### src/rtl/tone_if.sv
// tone_if: request/grant handshake and tune bus between requesters and the tone scheduler
// Ports: en, req[2:0] toward the scheduler; grant/done/abort[2:0], tune[4:0], tune_en back
interface tone_if;
  logic en;
  logic [2:0] req;
  logic [2:0] grant;
  logic [2:0] done;
  logic [2:0] abort;
  logic [4:0] tune;
  logic tune_en;
  modport master(output en, req, input grant, done, abort, tune, tune_en);
  modport slave(input en, req, output grant, done, abort, tune, tune_en);
endinterface

### src/rtl/tone_scheduler.sv
// tone_scheduler: shares one beep generator between click, scale and alarm note patterns
// Ports: clk16Hz tick clock, rst async active-high reset,
//   bus.en flush-to-idle when low, bus.req rising-edge requests [0]click [1]scale [2]alarm,
//   bus.grant one-hot owner, bus.done/bus.abort 1-tick pulses, bus.tune/bus.tune_en to beep datapath
module tone_scheduler #(
  parameter int NOTE_LEN = 4,
  parameter int GAP_LEN = 1,
  parameter int CLICK_LEN = 2,
  parameter int ALARM_REPS = 4
) (
  input logic clk16Hz,
  input logic rst,
  tone_if.slave bus
);
  typedef enum logic [1:0] {IDLE, PLAY, GAP, FIN} state_t;
  localparam logic [7:0] NL = 8'(NOTE_LEN);
  localparam logic [7:0] GL = 8'(GAP_LEN);
  localparam logic [7:0] CL = 8'(CLICK_LEN);
  localparam logic [4:0] AL = 5'(2 * ALARM_REPS - 1);
  state_t state, state_n;
  logic [2:0] pending, pend_n, req_d, reqd_n, grant, grant_n, done, done_n, abort, abort_n;
  logic [7:0] tick, tick_n, len;
  logic [4:0] idx, idx_n, last, tune, tune_n;
  logic [2:0] clr;
  function automatic logic [4:0] note(input logic [2:0] g, input logic [4:0] i);
    return g[2] ? (i[0] ? 5'd12 : 5'd19) : g[1] ? i + 5'd1 : 5'd15;
  endfunction
  assign len = grant[0] ? CL : NL;
  assign last = grant[2] ? AL : grant[1] ? 5'd6 : 5'd0;
  always_comb begin
    state_n = state;
    grant_n = grant;
    done_n = '0;
    abort_n = '0;
    tick_n = tick;
    idx_n = idx;
    clr = '0;
    reqd_n = bus.req;
    case (state)
      IDLE:
        if (|pending) begin
          grant_n = pending[2] ? 3'b100 : pending[1] ? 3'b010 : 3'b001;
          clr = grant_n;
          tick_n = '0;
          idx_n = '0;
          state_n = PLAY;
        end
      PLAY, GAP:
        if (pending[2] && !grant[2]) begin
          abort_n = grant;
          grant_n = '0;
          tick_n = '0;
          idx_n = '0;
          state_n = FIN;
        end else if (state == PLAY) begin
          if (tick == len - 8'd1) begin
            tick_n = '0;
            if (idx == last) begin
              done_n = grant;
              grant_n = '0;
              idx_n = '0;
              state_n = FIN;
            end else if (GAP_LEN > 0) state_n = GAP;
            else idx_n = idx + 5'd1;
          end else tick_n = tick + 8'd1;
        end else if (tick == GL - 8'd1) begin
          tick_n = '0;
          idx_n = idx + 5'd1;
          state_n = PLAY;
        end else tick_n = tick + 8'd1;
      default: state_n = IDLE;
    endcase
    pend_n = (pending & ~clr) | (bus.req & ~req_d);
    if (!bus.en) begin
      state_n = IDLE;
      grant_n = '0;
      done_n = '0;
      abort_n = '0;
      tick_n = '0;
      idx_n = '0;
      pend_n = '0;
      reqd_n = '0;
    end
    tune_n = (state_n == PLAY) ? note(grant_n, idx_n) : '0;
  end
  always_ff @(posedge clk16Hz or posedge rst)
    if (rst) begin
      state <= IDLE;
      pending <= '0;
      req_d <= '0;
      grant <= '0;
      done <= '0;
      abort <= '0;
      tick <= '0;
      idx <= '0;
      tune <= '0;
      bus.tune_en <= 1'b0;
    end else begin
      state <= state_n;
      pending <= pend_n;
      req_d <= reqd_n;
      grant <= grant_n;
      done <= done_n;
      abort <= abort_n;
      tick <= tick_n;
      idx <= idx_n;
      tune <= tune_n;
      bus.tune_en <= (state_n == PLAY);
    end
  assign bus.grant = grant;
  assign bus.done = done;
  assign bus.abort = abort;
  assign bus.tune = tune;
endmodule

### src/flat_wrapper.sv
// flat-port wrapper written by rule: the top's interface ports become plain ports
module tone_scheduler_flat 
#(
  parameter int NOTE_LEN = 4,
  parameter int GAP_LEN = 1,
  parameter int CLICK_LEN = 2,
  parameter int ALARM_REPS = 4
)
  (clk16Hz, rst, bus_en, bus_req, bus_grant, bus_done, bus_abort, bus_tune, bus_tune_en);
  tone_if bus_i ();
  input logic clk16Hz;
  input logic rst;
  input wire logic [$bits(bus_i.en)-1:0] bus_en;
  input wire logic [$bits(bus_i.req)-1:0] bus_req;
  output wire logic [$bits(bus_i.grant)-1:0] bus_grant;
  output wire logic [$bits(bus_i.done)-1:0] bus_done;
  output wire logic [$bits(bus_i.abort)-1:0] bus_abort;
  output wire logic [$bits(bus_i.tune)-1:0] bus_tune;
  output wire logic [$bits(bus_i.tune_en)-1:0] bus_tune_en;
  assign bus_i.en = bus_en;
  assign bus_i.req = bus_req;
  assign bus_grant = bus_i.grant;
  assign bus_done = bus_i.done;
  assign bus_abort = bus_i.abort;
  assign bus_tune = bus_i.tune;
  assign bus_tune_en = bus_i.tune_en;
  tone_scheduler #(.NOTE_LEN(NOTE_LEN), .GAP_LEN(GAP_LEN), .CLICK_LEN(CLICK_LEN), .ALARM_REPS(ALARM_REPS)) u_core (.clk16Hz(clk16Hz), .rst(rst), .bus(bus_i));
endmodule
### config.mk
export PLATFORM = sky130hd
export DESIGN_NAME = tone_scheduler_flat
export DESIGN_NICKNAME = d
export VERILOG_FILES = /design/src/rtl/tone_if.sv /design/src/rtl/tone_scheduler.sv /design/src/flat_wrapper.sv
export SDC_FILE = /design/constraint.sdc
export NUM_CORES = 1
export LEC_CHECK = 0
export BUFFER_PORTS_ARGS = -buffer_cell sky130_fd_sc_hd__buf_4
export CAP_MARGIN = 10
export CORE_UTILIZATION = 45
export DETAILED_ROUTE_END_ITERATION = 10
export SYNTH_ARGS = -nofsm -noshare
export SYNTH_HDL_FRONTEND = slang
export SYNTH_SLANG_ARGS = --single-unit
### constraint.sdc
create_clock -name clk16Hz -period 3.8 [get_ports clk16Hz]
set_input_delay 0.38 -clock clk16Hz [delete_from_list [all_inputs] [get_ports clk16Hz]]
set_output_delay 0.38 -clock clk16Hz [all_outputs]
set_load 0.005 [all_outputs]
==> results of run 1 <==
## metal layers
metal  up-vias  track usage, %  wire (um)
met4         0            7.78         57
li1        846               -          -
met2        63            32.9       2110
met5         -               0          0
met3         4            5.13        314
met1       827            28.9       2270
## placed cells by master (no fill, tap or decap), drive strengths merged, types with 9 or more instances in the layout
cell type and count:
o21ai 14, nor2 11, nor3 9, nand2 18, buf 21, a21oi 11, and2 9, dfrtp 36
nand3 13, inv 12
## kinds of logic after synthesis
group	share of synthesized area (%)
other	0.177
XOR/XNOR	1.24
multiplexers	1.42
flip-flops	42.6
AND/OR/NAND/NOR	27.7
adder cells (fa/ha/maj)	3.55
AO/OA/AOI/OAI	19.0
buffers and inverters	4.32
## metrics by stage
stage | area, sq um | hold slack (ns)
6_report | 2380 | 0.313
3_3_place_gp | 2290 | 0.485
4_1_cts | 2380 | 0.305
5_1_grt | 2380 | 0.308
3_5_place_dp | 2290 | 0.484
2_1_floorplan | 2110 | 0.472
## report_power, final
group / leakage, nW / internal, mW / switching (mW)
logic: 0.528 / 0.116 / 0.170
clock network: 0.0455 / 0.148 / 0.129
registers: 0.486 / 0.414 / 0.0277
total: 1.06 / 0.678 / 0.327
## synth_stat cells (6+ instances only)
library cell and number:
nor2_1 11, o21ai_0 14, inv_1 12, nand3_1 11, nand2_1 18, ha_1 6, nor3_1 9, dfrtp_1 36
nor2b_1 8, a21oi_1 11, and2_1 9, nand2b_1 7
## cell type report
cell class / count / area [sq um] / area share [%]
tap: 52 / 65.1 / 2.73
multi-input combinational: 168 / 1120 / 47.1
sequential: 36 / 901 / 37.8
clock buffer: 8 / 90.1 / 3.78
timing repair buffer: 21 / 158 / 6.62
inverter: 12 / 45.0 / 1.89
## state kept, by name, summed over array words and instances (netlist names)
name	flops
u_core.bus.abort	3
u_core.bus.done	3
u_core.bus.grant	3
u_core.bus.tune	5
u_core.bus.tune_en	1
u_core.idx	5
u_core.pending	3
u_core.req_d	3
u_core.state	2
u_core.tick	8
## worst max path at each step
stage | start | to | cells after the start
final | u_core.state[1]$_DFF_PP0_ | u_core.bus.tune[4]$_DFF_PP0_ | 9
after global routing | u_core.state[1]$_DFF_PP0_ | u_core.bus.tune[4]$_DFF_PP0_ | 9
after CTS | u_core.state[1]$_DFF_PP0_ | u_core.bus.tune[4]$_DFF_PP0_ | 9
after detailed placement | u_core.state[1]$_DFF_PP0_ | u_core.bus.tune[4]$_DFF_PP0_ | 9
after global placement | u_core.state[1]$_DFF_PP0_ | u_core.bus.tune[0]$_DFF_PP0_ | 9
after floorplan | u_core.state[0]$_DFF_PP0_ | u_core.bus.tune[4]$_DFF_PP0_ | 8
## critical path: stages, from the launching register on
cell      delay [ns]
dfrtp_1         0.42
inv_1           0.09
ha_1            0.19
nor4bb_1        0.25
and3_1          0.34
nand3_2         0.12
a41o_1          0.30
a211oi_2        0.30
a21boi_2        0.25
nor3b_2         0.18
==> flow_metrics.tcl, run 1 <==
set metrics [dict create \
    status "finished clean" \
    p_per_area_nw_per_um2 422 \
    grtUsageTotal_pct 21.1 \
    clkLatencyLatePin_ns 0.28 \
    cts_tree "built" \
    core-area_sq_um 4440 \
    fin_util_pct 53.6 \
    placed_cells 289 \
    cts.clk_slew.worst_paths_ns 0.07 \
    final_net_count 256 \
    synthArstFlopShare_pct 100 \
    antenna_cells 0 \
    critPathMaxFanout 7 \
    post_cts.repair.setup_buffers 0 \
    hold_class "in2reg" \
    finalWirelength_mm 4.75 \
    maxSlewHeadroom_pct 30.0 \
    fmax_ghz 0.396 \
    setup_viol 0 \
    synth.area.top_cells "dfrtp_1, ha_1, o21ai_0" \
    cts_sinks 36 \
    min_path_cells 2 \
    reg2reg_to "u_core.bus.tune[4]$_DFF_PP0_" \
    rr_worst_depth 9 \
    pre_cts_slack_ns 1.30 \
    finalCriticalPeriod_ns 2.52 \
    nFillCells 416 \
    grt_pass1_wl_mm 8.13 \
    cts-root-buf "clkbuf_8" \
    synth_edf_count 0 \
    crit_required_ns 4.01 \
    p_leak_nw 1.06 \
    worst_slack_ns 1.28 \
    ctsHtreeMaxLevel 2 \
    grt_pass1_vias 1681 \
    reg2reg_from "u_core.state[1]$_DFF_PP0_" \
    avgRoutedWirePerCell_um 16.0 \
    worst-slew-pin-transition_ns 1.05 \
    cp-end-kind "register" \
    gp_congestion 0.913 \
    cp-start-kind "register" \
    ys.flop_type "dfrtp_1" \
    synth.top_cell.area_share_pct 42.6 \
    arrival_ns 2.73 \
    die_height_um 70.6 \
    rsz0062_at_grt "false" \
    synth_area_sq_um 2110 \
    grt_antenna_before_repair 0 \
    finalPower_mw 1.00 \
    stdcell_count 297 \
    r2r_slack_ns 1.28 \
    min_from "bus_req[1]" \
    dieArea_sq_um 4980 \
    cts_hold_buf 0 \
    drc_errors 0 \
    syn_area_per_cell_sq_um 9.48 \
    vias_per_cell 5.86 \
    drtPass1Iterations 4 \
    cts_made_buffers 5 \
    ys_ff_latch 36 \
    mappedNetlistNets 235 \
    yosysTopAreaCell "dfrtp_1" \
    rows 24 \
    synthCells 223 \
    hpwl_mm 3.45 \
    ctsResizeCount 0 \
    synth.distinct_cells 57 \
    yosysSeqAreaShare_pct 42.6 \
    io_buffers 20 \
    grt_max_degree 29 \
    hold_viol 0 \
    yosys_warnings 0 \
    fin_skew_ns 0.00477 \
    fin_crit_sh_pct 66.4 \
    drt-initial-drc-count 144 \
    ant_nets 0 \
    clockBufferDepth 2 \
    irDropWorstVdd_mv 0.211 \
    grt-ovfl-total 0 \
    min_to "u_core.req_d[1]$_DFF_PP0_" \
    die_w_um 70.6 \
    pin_count 21 \
    timing.setup.tns_ns 0 \
    cap_violations 0 \
    area_growth_pct 12.6 \
    initial_utilization_pct 47.6 \
    path_class "reg2reg" \
    slew_violations 0 \
    routed-via-count 1740 \
    drive_above_1_share_pct 18.0 \
]
Note: power is estimated with default switching activity, not from simulation.
==> run 2, diff against run 1 <==
clock period = 2.6 ns   (was 3.8 ns; I/O delays follow)
==> run 2 against run 1 <==
Via count up 4.7%. Critical path depth down 1. Combinational power up 71%. Clock skew up 0.0017 ns. Die area unchanged. Critical path type unchanged.
==> flow_metrics.tcl, run 2 (same netlist as run 1, synthesis figures left out) <==
set metrics [dict create \
    cts.clk_slew.worst_paths_ns 0.07 \
    reg2reg_from "u_core.state[0]$_DFF_PP0_" \
    drive_above_1_share_pct 25.0 \
    core-area_sq_um 4440 \
    grt_max_degree 37 \
    final_cell_mix "buf_4, dfrtp_1, nand2_1, o21ai_0, inv_1" \
    cap_violations 0 \
    timing.setup.tns_ns 0 \
    p_leak_nw 1.14 \
    rows 24 \
    finalWirelength_mm 5.03 \
    top_register "u_core.tick" \
    rsz0062_at_grt "false" \
    io_buffers 20 \
    regArea_sq_um 901 \
    die_w_um 70.6 \
    clockBufferDepth 2 \
    cts_tree "built" \
    area_growth_pct 18.8 \
    die_height_um 70.6 \
    grt-ovfl-total 0 \
    reg2reg_to "u_core.bus.tune[4]$_DFF_PP0_" \
    hpwl_mm 3.62 \
    irDropWorstVdd_mv 0.348 \
    grtUsageTotal_pct 22.4 \
    reg_top3 "u_core.tick: 8 flops, u_core.bus.tune: 5 flops, u_core.idx: 5 flops" \
    cts_made_buffers 5 \
    cp-start-kind "register" \
    vias_per_cell 5.84 \
    ant_nets 0 \
    p_per_area_nw_per_um2 617 \
    status "finished clean" \
    setup_viol 0 \
    cts_sinks 36 \
    fmax_ghz 0.412 \
    r2r_slack_ns 0.17 \
    final_net_count 271 \
    stdcell_area_sq_um 2510 \
    fin_skew_ns 0.00650 \
    critPathMaxFanout 5 \
    clkLatencyLatePin_ns 0.29 \
    hold_class "in2async" \
    fin_crit_sh_pct 93.3 \
    drtPass1Iterations 4 \
    ctsHtreeMaxLevel 2 \
    arrival_ns 2.60 \
    crit_required_ns 2.77 \
    finalCriticalPeriod_ns 2.43 \
    avgRoutedWirePerCell_um 16.1 \
    cp-end-kind "register" \
    post_cts.repair.setup_buffers 0 \
    rr_worst_depth 8 \
    grt_pass1_vias 1768 \
    slew_violations 0 \
    drt-initial-drc-count 168 \
    hold_viol 0 \
    routed-via-count 1821 \
    nFillCells 398 \
    grt_pass1_wl_mm 8.71 \
    multi_input_area_sq_um 1140 \
    cts-root-buf "clkbuf_8" \
    antenna_cells 0 \
    grt_antenna_before_repair 0 \
    drc_errors 0 \
    dieArea_sq_um 4980 \
    initial_utilization_pct 47.6 \
    pin_count 21 \
    placed_area_sq_um 2400 \
    largest_reg_flops 8 \
    path_class "reg2reg" \
    gp_congestion 0.863 \
]
[run 2: what timing repair did]
action                     CTS  global route
gates resized for setup      0             4
setup endpoints to repair    0             4
hold buffers                 0             0
[run 2: routing by layer]
metal  GRT usage, %  part of all wire, %
met1           31.2                   48
met2           35.2                   46
met3           4.70                  4.6
met4           7.33                  1.4
met5              0                    0
[run 2: per-stage QoR]
stage	setup slack, ns	power (mW)	hold WS [ns]	util, %	std cells
floorplan	0.368	0.947	0.394	-	223
global placement	0.142	1.13	0.397	54.1	304
detailed placement	0.137	1.13	0.403	54.1	304
CTS	0.0922	1.55	0.0894	56.2	312
global route	0.00738	1.64	0.148	56.5	312
finish	0.173	1.55	0.0759	56.5	312
[run 2: layout make-up]
class	count	area share [%]
Clock buffer	6	3.29
Clock inverter	2	0.399
Inverter	12	1.79
Multi-Input combinational cell	168	45.3
Sequential cell	36	35.9
Tap cell	52	2.59
Timing Repair Buffer	36	10.8
[run 2: critical path, stage by stage (launching register included)]
cell and delay, ns:
dfrtp_1 0.44, ha_1 0.25, or4b_1 0.54, nor3_2 0.21
mux2i_1 0.22, a31oi_1 0.10, and3_2 0.25, a211oi_2 0.24
nor3b_2 0.07
[run 2: power breakdown]
group | switching [mW] | leakage [nW] | total [mW] | internal, mW
Sequential | 0.0401 | 0.486 | 0.645 | 0.605
Clock | 0.203 | 0.0510 | 0.414 | 0.211
Combinational | 0.269 | 0.603 | 0.490 | 0.221
Total | 0.511 | 1.14 | 1.55 | 1.04
[run 2: how the worst max path moves through the flow]
stage | from | endpoint | slack (ns) | cells past startpoint
6_report | u_core.state[0]$_DFF_PP0_ | u_core.bus.tune[4]$_DFF_PP0_ | 0.17 | 8
5_1_grt | u_core.state[0]$_DFF_PP0_ | u_core.bus.tune[4]$_DFF_PP0_ | 0.007 | 8
4_1_cts | u_core.state[0]$_DFF_PP0_ | u_core.bus.tune[4]$_DFF_PP0_ | 0.09 | 8
3_5_place_dp | u_core.state[0]$_DFF_PP0_ | u_core.bus.tune[4]$_DFF_PP0_ | 0.14 | 8
3_3_place_gp | u_core.state[0]$_DFF_PP0_ | u_core.bus.tune[4]$_DFF_PP0_ | 0.14 | 8
2_1_floorplan | u_core.state[0]$_DFF_PP0_ | u_core.bus.tune[4]$_DFF_PP0_ | 0.37 | 8
